### config.mk
export PLATFORM = sky130hd
export DESIGN_NAME = mmu_initiator
export DESIGN_NICKNAME = d
export VERILOG_FILES = /design/src/rtl/mmu_initiator.sv
export SDC_FILE = /design/constraint.sdc
export NUM_CORES = 1
export LEC_CHECK = 0
export ABC_CLOCK_PERIOD_IN_PS = 2200
export CORE_MARGIN = 2
export CORE_UTILIZATION = 41
export DETAILED_ROUTE_END_ITERATION = 16
export PLACE_DENSITY = 0.79
export RECOVER_POWER = 50
export SLEW_MARGIN = 20
export SYNTH_ARGS = -nofsm -noshare
export SYNTH_HDL_FRONTEND = slang
export SYNTH_SLANG_ARGS = --single-unit
export TNS_END_PERCENT = 100
### constraint.sdc
create_clock -name clk -period 2.2 [get_ports clk]
set_input_delay 0.22 -clock clk [delete_from_list [all_inputs] [get_ports clk]]
set_output_delay 0.22 -clock clk [all_outputs]
set_load 0.05 [all_outputs]
### src/rtl/mmu_initiator.sv
// Packet-switch side initiator for the packet-memory MMU: one command moves one
// block, writes drain the ingress FIFO and reads stream back with valid/last strobes.
//
// state | meaning
// IDLE  | waiting for a command; cmd_ready offered once armed after reset
// XFER  | mmu_start high; write beats pop the FIFO, read beats capture mmu_rd_data
// GAP   | mmu_start low so the MMU re-arms; done on the last cycle
module mmu_initiator #(
    parameter int DATA_BIT       = 8,
    parameter int LOGIC_ADDR_BIT = 3,
    parameter int FRAME_BIT      = 2,
    parameter int PKT_WORDS      = 8,
    parameter int RD_LAT         = 3,
    parameter int GAP_CYC        = 2
) (
    input  logic                      clk,
    input  logic                      rst_n,
    input  logic                      cmd_valid,
    output logic                      cmd_ready,
    input  logic                      cmd_rw,
    input  logic [LOGIC_ADDR_BIT-1:0] cmd_addr,
    input  logic [FRAME_BIT-1:0]      cmd_frame,
    input  logic                      wr_avail,
    input  logic [DATA_BIT-1:0]       wr_data,
    output logic                      wr_pop,
    output logic                      rd_valid,
    output logic                      rd_last,
    output logic [DATA_BIT-1:0]       rd_data_out,
    output logic                      mmu_start,
    output logic                      mmu_rw_ena,
    output logic [LOGIC_ADDR_BIT-1:0] mmu_addr,
    output logic [FRAME_BIT-1:0]      mmu_frame,
    output logic [DATA_BIT-1:0]       mmu_wr_data,
    input  logic [DATA_BIT-1:0]       mmu_rd_data,
    output logic                      busy,
    output logic                      done
);

    localparam int XFER_CYC = PKT_WORDS + RD_LAT;
    localparam int BEAT_W   = $clog2(XFER_CYC) + 1;
    localparam int GAP_W    = $clog2(GAP_CYC) + 1;

    localparam logic [1:0] ST_IDLE = 2'd0;
    localparam logic [1:0] ST_XFER = 2'd1;
    localparam logic [1:0] ST_GAP  = 2'd2;

    localparam logic [BEAT_W-1:0] BEAT_LAST     = BEAT_W'(XFER_CYC - 1);
    localparam logic [BEAT_W-1:0] BEAT_WR_END   = BEAT_W'(PKT_WORDS);
    localparam logic [BEAT_W-1:0] BEAT_RD_FIRST = BEAT_W'(RD_LAT);
    localparam logic [BEAT_W-1:0] BEAT_ONE      = BEAT_W'(1);
    localparam logic [GAP_W-1:0]  GAP_LOAD      = GAP_W'(GAP_CYC - 1);
    localparam logic [GAP_W-1:0]  GAP_ONE       = GAP_W'(1);

    logic [1:0]                state_q, state_d;
    logic [BEAT_W-1:0]         beat_q, beat_d;
    logic [GAP_W-1:0]          gap_q, gap_d;
    logic                      armed_q;
    logic                      rw_q, rw_d;
    logic [LOGIC_ADDR_BIT-1:0] addr_q, addr_d;
    logic [FRAME_BIT-1:0]      frame_q, frame_d;
    logic                      rd_valid_q, rd_valid_d;
    logic                      rd_last_q, rd_last_d;
    logic [DATA_BIT-1:0]       rd_data_q, rd_data_d;

    logic in_idle, in_xfer, in_gap;
    logic accept;
    logic wr_beat, rd_beat;

    assign in_idle = (state_q == ST_IDLE);
    assign in_xfer = (state_q == ST_XFER);
    assign in_gap  = (state_q == ST_GAP);

    // armed_q holds cmd_ready low until the first clock after reset release
    assign cmd_ready = armed_q & in_idle & (cmd_rw | wr_avail);
    assign accept    = cmd_valid & cmd_ready;

    // The read window always ends on the last XFER beat since XFER_CYC = RD_LAT + PKT_WORDS
    assign wr_beat = in_xfer & ~rw_q & (beat_q < BEAT_WR_END);
    assign rd_beat = in_xfer & rw_q & (beat_q >= BEAT_RD_FIRST);

    always_comb begin
        state_d = state_q;
        beat_d  = beat_q;
        gap_d   = gap_q;
        rw_d    = rw_q;
        addr_d  = addr_q;
        frame_d = frame_q;
        case (state_q)
            ST_IDLE: begin
                if (accept) begin
                    state_d = ST_XFER;
                    beat_d  = '0;
                    rw_d    = cmd_rw;
                    addr_d  = cmd_addr;
                    frame_d = cmd_frame;
                end
            end
            ST_XFER: begin
                if (beat_q == BEAT_LAST) begin
                    state_d = ST_GAP;
                    gap_d   = GAP_LOAD;
                end else begin
                    beat_d = beat_q + BEAT_ONE;
                end
            end
            ST_GAP: begin
                if (gap_q == '0) begin
                    state_d = ST_IDLE;
                end else begin
                    gap_d = gap_q - GAP_ONE;
                end
            end
            default: begin
                state_d = ST_IDLE;
            end
        endcase
    end

    always_comb begin
        rd_valid_d = rd_beat;
        rd_last_d  = rd_beat & (beat_q == BEAT_LAST);
        rd_data_d  = rd_beat ? mmu_rd_data : rd_data_q;
    end

    always_ff @(posedge clk or negedge rst_n) begin
        if (!rst_n) begin
            state_q    <= ST_IDLE;
            beat_q     <= '0;
            gap_q      <= '0;
            armed_q    <= 1'b0;
            rw_q       <= 1'b0;
            addr_q     <= '0;
            frame_q    <= '0;
            rd_valid_q <= 1'b0;
            rd_last_q  <= 1'b0;
            rd_data_q  <= '0;
        end else begin
            state_q    <= state_d;
            beat_q     <= beat_d;
            gap_q      <= gap_d;
            armed_q    <= 1'b1;
            rw_q       <= rw_d;
            addr_q     <= addr_d;
            frame_q    <= frame_d;
            rd_valid_q <= rd_valid_d;
            rd_last_q  <= rd_last_d;
            rd_data_q  <= rd_data_d;
        end
    end

    assign wr_pop      = wr_beat;
    assign mmu_wr_data = wr_beat ? wr_data : '0;
    assign mmu_start   = in_xfer;
    assign mmu_rw_ena  = rw_q;
    assign mmu_addr    = addr_q;
    assign mmu_frame   = frame_q;
    assign rd_valid    = rd_valid_q;
    assign rd_last     = rd_last_q;
    assign rd_data_out = rd_data_q;
    assign busy        = ~in_idle;
    assign done        = in_gap & (gap_q == '0);

endmodule

-- Word level (Yosys, flattened, before mapping)
Cells that the tools add are included.
- eq/ne operators: 8
- bitwise operators: 12
- magnitude comparators: 2
- mux-type cells: 11
- reductions and logical operators: 8
- add/subtract/negate cells: 2
- operators by type and width (cell ; number):
    2-to-1 mux 2 bit ; 5
    2-to-1 mux 5 bit ; 2
    case mux 5 bit (2 select lines) ; 1
    bitwise AND 1 bit ; 9
    AND reduction 3 bit ; 3
    2-to-1 mux 8 bit ; 1
    != test 2 x 1 -> 1 bit, second input constant ; 3
    case mux 2 bit (3 select lines) ; 1
    adder 5 x 1 -> 5 bit, second input constant ; 1
    == test 5 x 4 -> 1 bit, second input constant ; 1
    greater-or-equal comparator 5 x 2 -> 1 bit, second input constant ; 1
    < comparator 5 x 4 -> 1 bit, second input constant ; 1
    logical NOT 2 bit ; 2
    != test 2 bit, second input constant ; 2
    case mux 2 bit (2 select lines) ; 1
    nonzero test 2 bit ; 2
    == test 2 x 1 -> 1 bit, second input constant ; 1
    == test 2 bit, second input constant ; 1
    inverter 1 bit ; 2
    AND reduction 2 bit ; 1
    subtractor 2 x 1 -> 2 bit, second input constant ; 1
    bitwise OR 1 bit ; 1
- word-level logic and storage cells: 53
- register bits: 26
- input port bits: 26
- output and inout port bits: 29

-- Depth between registers and ports, before layout
- word-level depth: 6
- gate-level depth with buffers: 5
- gate-level depth less buffers: 5

-- Worst setup path before layout
OpenSTA, ideal clock, no wires.
- path kind: register -> output
- start point: reg rw_q (netlist: mmu_rw_ena)
- end point: out mmu_wr_data[0]
- data required time: 1.980 ns
- stages on the path, launching flop included: 3
- path buffers: 0
- setup slack: -0.403 ns
- arrival time: 2.383 ns
- cell sequence: dfrtp_1 nor4_2 and2_1
- longest elaborated chain between the ends: 4
- RTL lines (item ; line ; text):
    start, declared ; 58 ; logic rw_q, rw_d;
    start signal, assigned ; 142 ; rw_q <= rw_d;
    inverter 1 bit ; 78 ; assign wr_beat = in_xfer & ~rw_q & (beat_q < BEAT_WR_END);
    bitwise AND 1 bit (2 in a row) ; 78 ;
    via wr_pop ; 25 ; output logic wr_pop,
    2-to-1 mux 8 bit ; 152 ; assign mmu_wr_data = wr_beat ? wr_data : '0;
    end, declared ; 33 ; output logic [DATA_BIT-1:0] mmu_wr_data,
The timed path passes the listed nets, and every way through them passes these cells.

-- Worst setup path after layout
- start point: reg state_q[0]
- end point: reg rw_q (netlist: mmu_rw_ena)
- longest elaborated chain between the ends: 5
- RTL lines (item ; line ; text):
    start, declared ; 54 ; logic [1:0] state_q, state_d;
    start signal, assigned ; 138 ; state_q <= state_d;
    logical NOT 2 bit (*) ; 69, 88 ;
    bitwise AND 1 bit (2 in a row) ; 74 ; assign cmd_ready = armed_q & in_idle & (cmd_rw | wr_avail);
    bitwise AND 1 bit ; 75 ; assign accept = cmd_valid & cmd_ready;
    AND reduction 2 bit (no line) (*) ; n/a ;
Every way passes the cells marked *; elsewhere a longest branch is shown, timed or not.
A chain may end at the register's enable or synchronous reset.

==> metrics <==
status finished, violations left; failing checks DRC; cts bufs inserted 3; first-pass GRT wire length 4.86 mm; initial antenna violation count 0; Slew @ Worst Pin 1.35 ns; cell family with most CP delay simple AND/OR/NAND/NOR gates; PnR worst setup slack 0.152 ns; CP Cell Sequence or3b_1 -> nor2_1 -> mux2_2; Slew HR 9.80%; Rows 19; post-synthesis sequential area ratio 53.0%; # setup viols final 0; min cycle time layout 2.05 ns; Hold Crit Depth 2; CTS tree built; H-tree depth 1; skew final 0.00617 ns; total power 3.29 mW; CP max stage delay 0.62 ns; CP Max Fanout 9; gpl congestion 0.902; largest net degree at the start of global routing 27; Inserted Diodes 0; max-cap viol count 0; port buffer count 54; syn avg cell area 12.5 um2; Layout area overhead 57.4%; Skew-Pair Late Insertion Delay 0.32 ns; setup TNS 0 ns; Leak 0.860 nW; Cell Pwr Density 1700 mW/mm2; number of synthesized register bits 26; initial core utilization 43.8%; Hold Path Class in -> reg; synth unique cells 32; Worst-path clk slew 0.14 ns; Place WS 0.316 ns; area leader, netlist dfrtp_1; Max Slew Vio Count 0; worst hold slack 0.497 ns; initial detailed-routing violation count 17; Post-synth ARST share 100%; hold_buf cts 0; vias per cell 5.29; # IOs 55; CP Capture Type flop; Hold Path End rd_data_out[6]$_DFFE_PN0P_; Final Cycle Share 93.1%; Synth warnings 0; WL/cell 15.6 um; worst vdd ir 1250 uV; ranking of synthesized cells by area dfrtp_1, mux2_4, mux2_2; share of layout cells above drive strength 1 20.4%; RSZ-0062 raised after global routing no; CP Data Arrival Time 2.27 ns; CP Launch Type flop; Filler cells 199; clk buf depth 2; Required @ worst endpoint 2.42 ns; worst reg2reg startpoint state_q[0]$_DFFE_PN0P_; DR pass1 iterations 10; routed via count 995; Hold Vio Cnt, Final 0; EDFF count, synth 0; GRT Total Usage 19.0%; mapped cell area 0.00123 mm2; DRC Markers 1; TritonCTS Sinks 26; die area 0.00345 mm2; grt total ovfl 0; post-route ant nets 0; Crit Path Class reg -> reg; R2R Setup Slk 0.15 ns; Post-Synthesis Cells 98; syn_nets 127; Synth top area share 53.0%; worst-case reg-to-reg path depth 3; Most used DFF post-synth dfrtp_1; Die Span Y 58.7 um; HPWL after DPL 2.25 mm; fmax 488 MHz; Worst Path Buf+Inv 0; routed wire length 2.94 mm; vias in the first global route 1062; Worst path slowest cell nor2_1; Worst Min Path Start mmu_rd_data[6]; chip width 58.7 um; CTS root buf clkbuf_4; Core Box Area 0.00281 mm2; final net count 187; capturing point of the worst reg2reg path mmu_rw_ena$_DFFE_PN0P_
-- area by class of cell --
type                    count  area (um2)  share of cell area [%]
clock inverters             1        30.0                    1.55
multi-input cells          64         541                    28.0
flip-flops and latches     26         651                    33.7
repair buffers             56         623                    32.3
inverters                   7        26.3                    1.36
clock buffers               3        22.5                    1.17
well taps                  31        38.8                    2.01
-- flip-flops by register name, summed over array words and instances (netlist names) --
signal,flops
mmu_addr,3
gap_q,2
rd_valid,1
mmu_rw_ena,1
mmu_frame,2
beat_q,5
armed_q,1
rd_last,1
state_q,2
rd_data_out,8
-- per-layer routing --
layer / share of wire, % / GRT usage (%)
met2: 50 / 31.8
met1: 41 / 23.5
met4: 2.8 / 8.44
met3: 6.2 / 4.18
met5: 0 / 0
-- Yosys cell counts (all sizes together) (2+ instances only) --
library cell   n
o21ai          6
mux2          14
nand3          2
nor2           2
ha             3
nand2          3
nand2b         2
or3            3
and2           9
inv            7
dfrtp         26
a21oi          4
-- worst reg2reg max path: cells and delay by family (launching register included) --
family           cells  cell delay (ns)
AND/OR/NAND/NOR      2             1.06
flip-flops           1             0.48
multiplexers         1             0.42
-- power by group --
| part | switching, mW | total (mW) | leakage, nW | internal [mW] |
|---|---|---|---|---|
| combinational | 1.24 | 2.11 | 0.516 | 0.873 |
| clock | 0.144 | 0.329 | 0.0279 | 0.184 |
| sequential | 0.176 | 0.851 | 0.317 | 0.675 |
-- cell families (layout without fill, tap and decap cells) --
family,after synthesis,after routing,share of synthesized area (%)
AOI/OAI and AO/OA,17,17,8.77
buffers and inverters,8,67,3.06
other,1,1,0.306
and+or+nand+nor,28,28,15.7
DFF,26,26,53.0
adders and majority gates,3,3,3.06
muxes,15,15,16.1
-- through the flow --
| stage | std cells | utilization, % | instance area [um2] |
|---|---|---|---|
| floorplan | 98 | - | 1240 |
| global placement | 184 | 67.4 | 1890 |
| detailed placement | 184 | 67.4 | 1890 |
| CTS | 188 | 69.3 | 1940 |
| global route | 188 | 68.9 | 1930 |
| finish | 188 | 68.9 | 1930 |
-- repair_timing --
action                                  in CTS  in global routing
endpoints found under the setup margin       0                  1
gates resized for setup                      0                  1
setup buffers                                0                  0
-- cell usage in the layout (no fill, tap or decap), types with 2 or more instances in the layout --
master           instances
nor2_1                   2
a21oi_1                  4
inv_1                    7
clkbuf_4                 3
and2_1                   9
ha_1                     3
or3_1                    3
nand3_1                  2
buf_4                    3
clkdlybuf4s50_1         41
nand2_1                  3
mux2_4                   8
buf_12                   8
mux2_2                   6
o21ai_0                  6
dfrtp_1                 26
clkbuf_1                 2
-- worst max-delay path by stage --
| stage | startpoint | endpoint | slack, ns | cells after the start |
|---|---|---|---|---|
| 2_1_floorplan | mmu_rw_ena$_DFFE_PN0P_ | mmu_wr_data[0] | 0.008 | 2 |
| 3_3_place_gp | beat_q[0]$_DFFE_PN0P_ | rd_data_out[7]$_DFFE_PN0P_ | 0.38 | 4 |
| 3_5_place_dp | beat_q[1]$_DFFE_PN0P_ | rd_data_out[7]$_DFFE_PN0P_ | 0.32 | 4 |
| 4_1_cts | gap_q[0]$_DFFE_PN0P_ | done | 0.02 | 4 |
| 5_1_grt | state_q[1]$_DFFE_PN0P_ | busy | 0.04 | 3 |
| 6_report | state_q[0]$_DFFE_PN0P_ | mmu_rw_ena$_DFFE_PN0P_ | 0.15 | 3 |
Power figures use the tool's default switching activity.
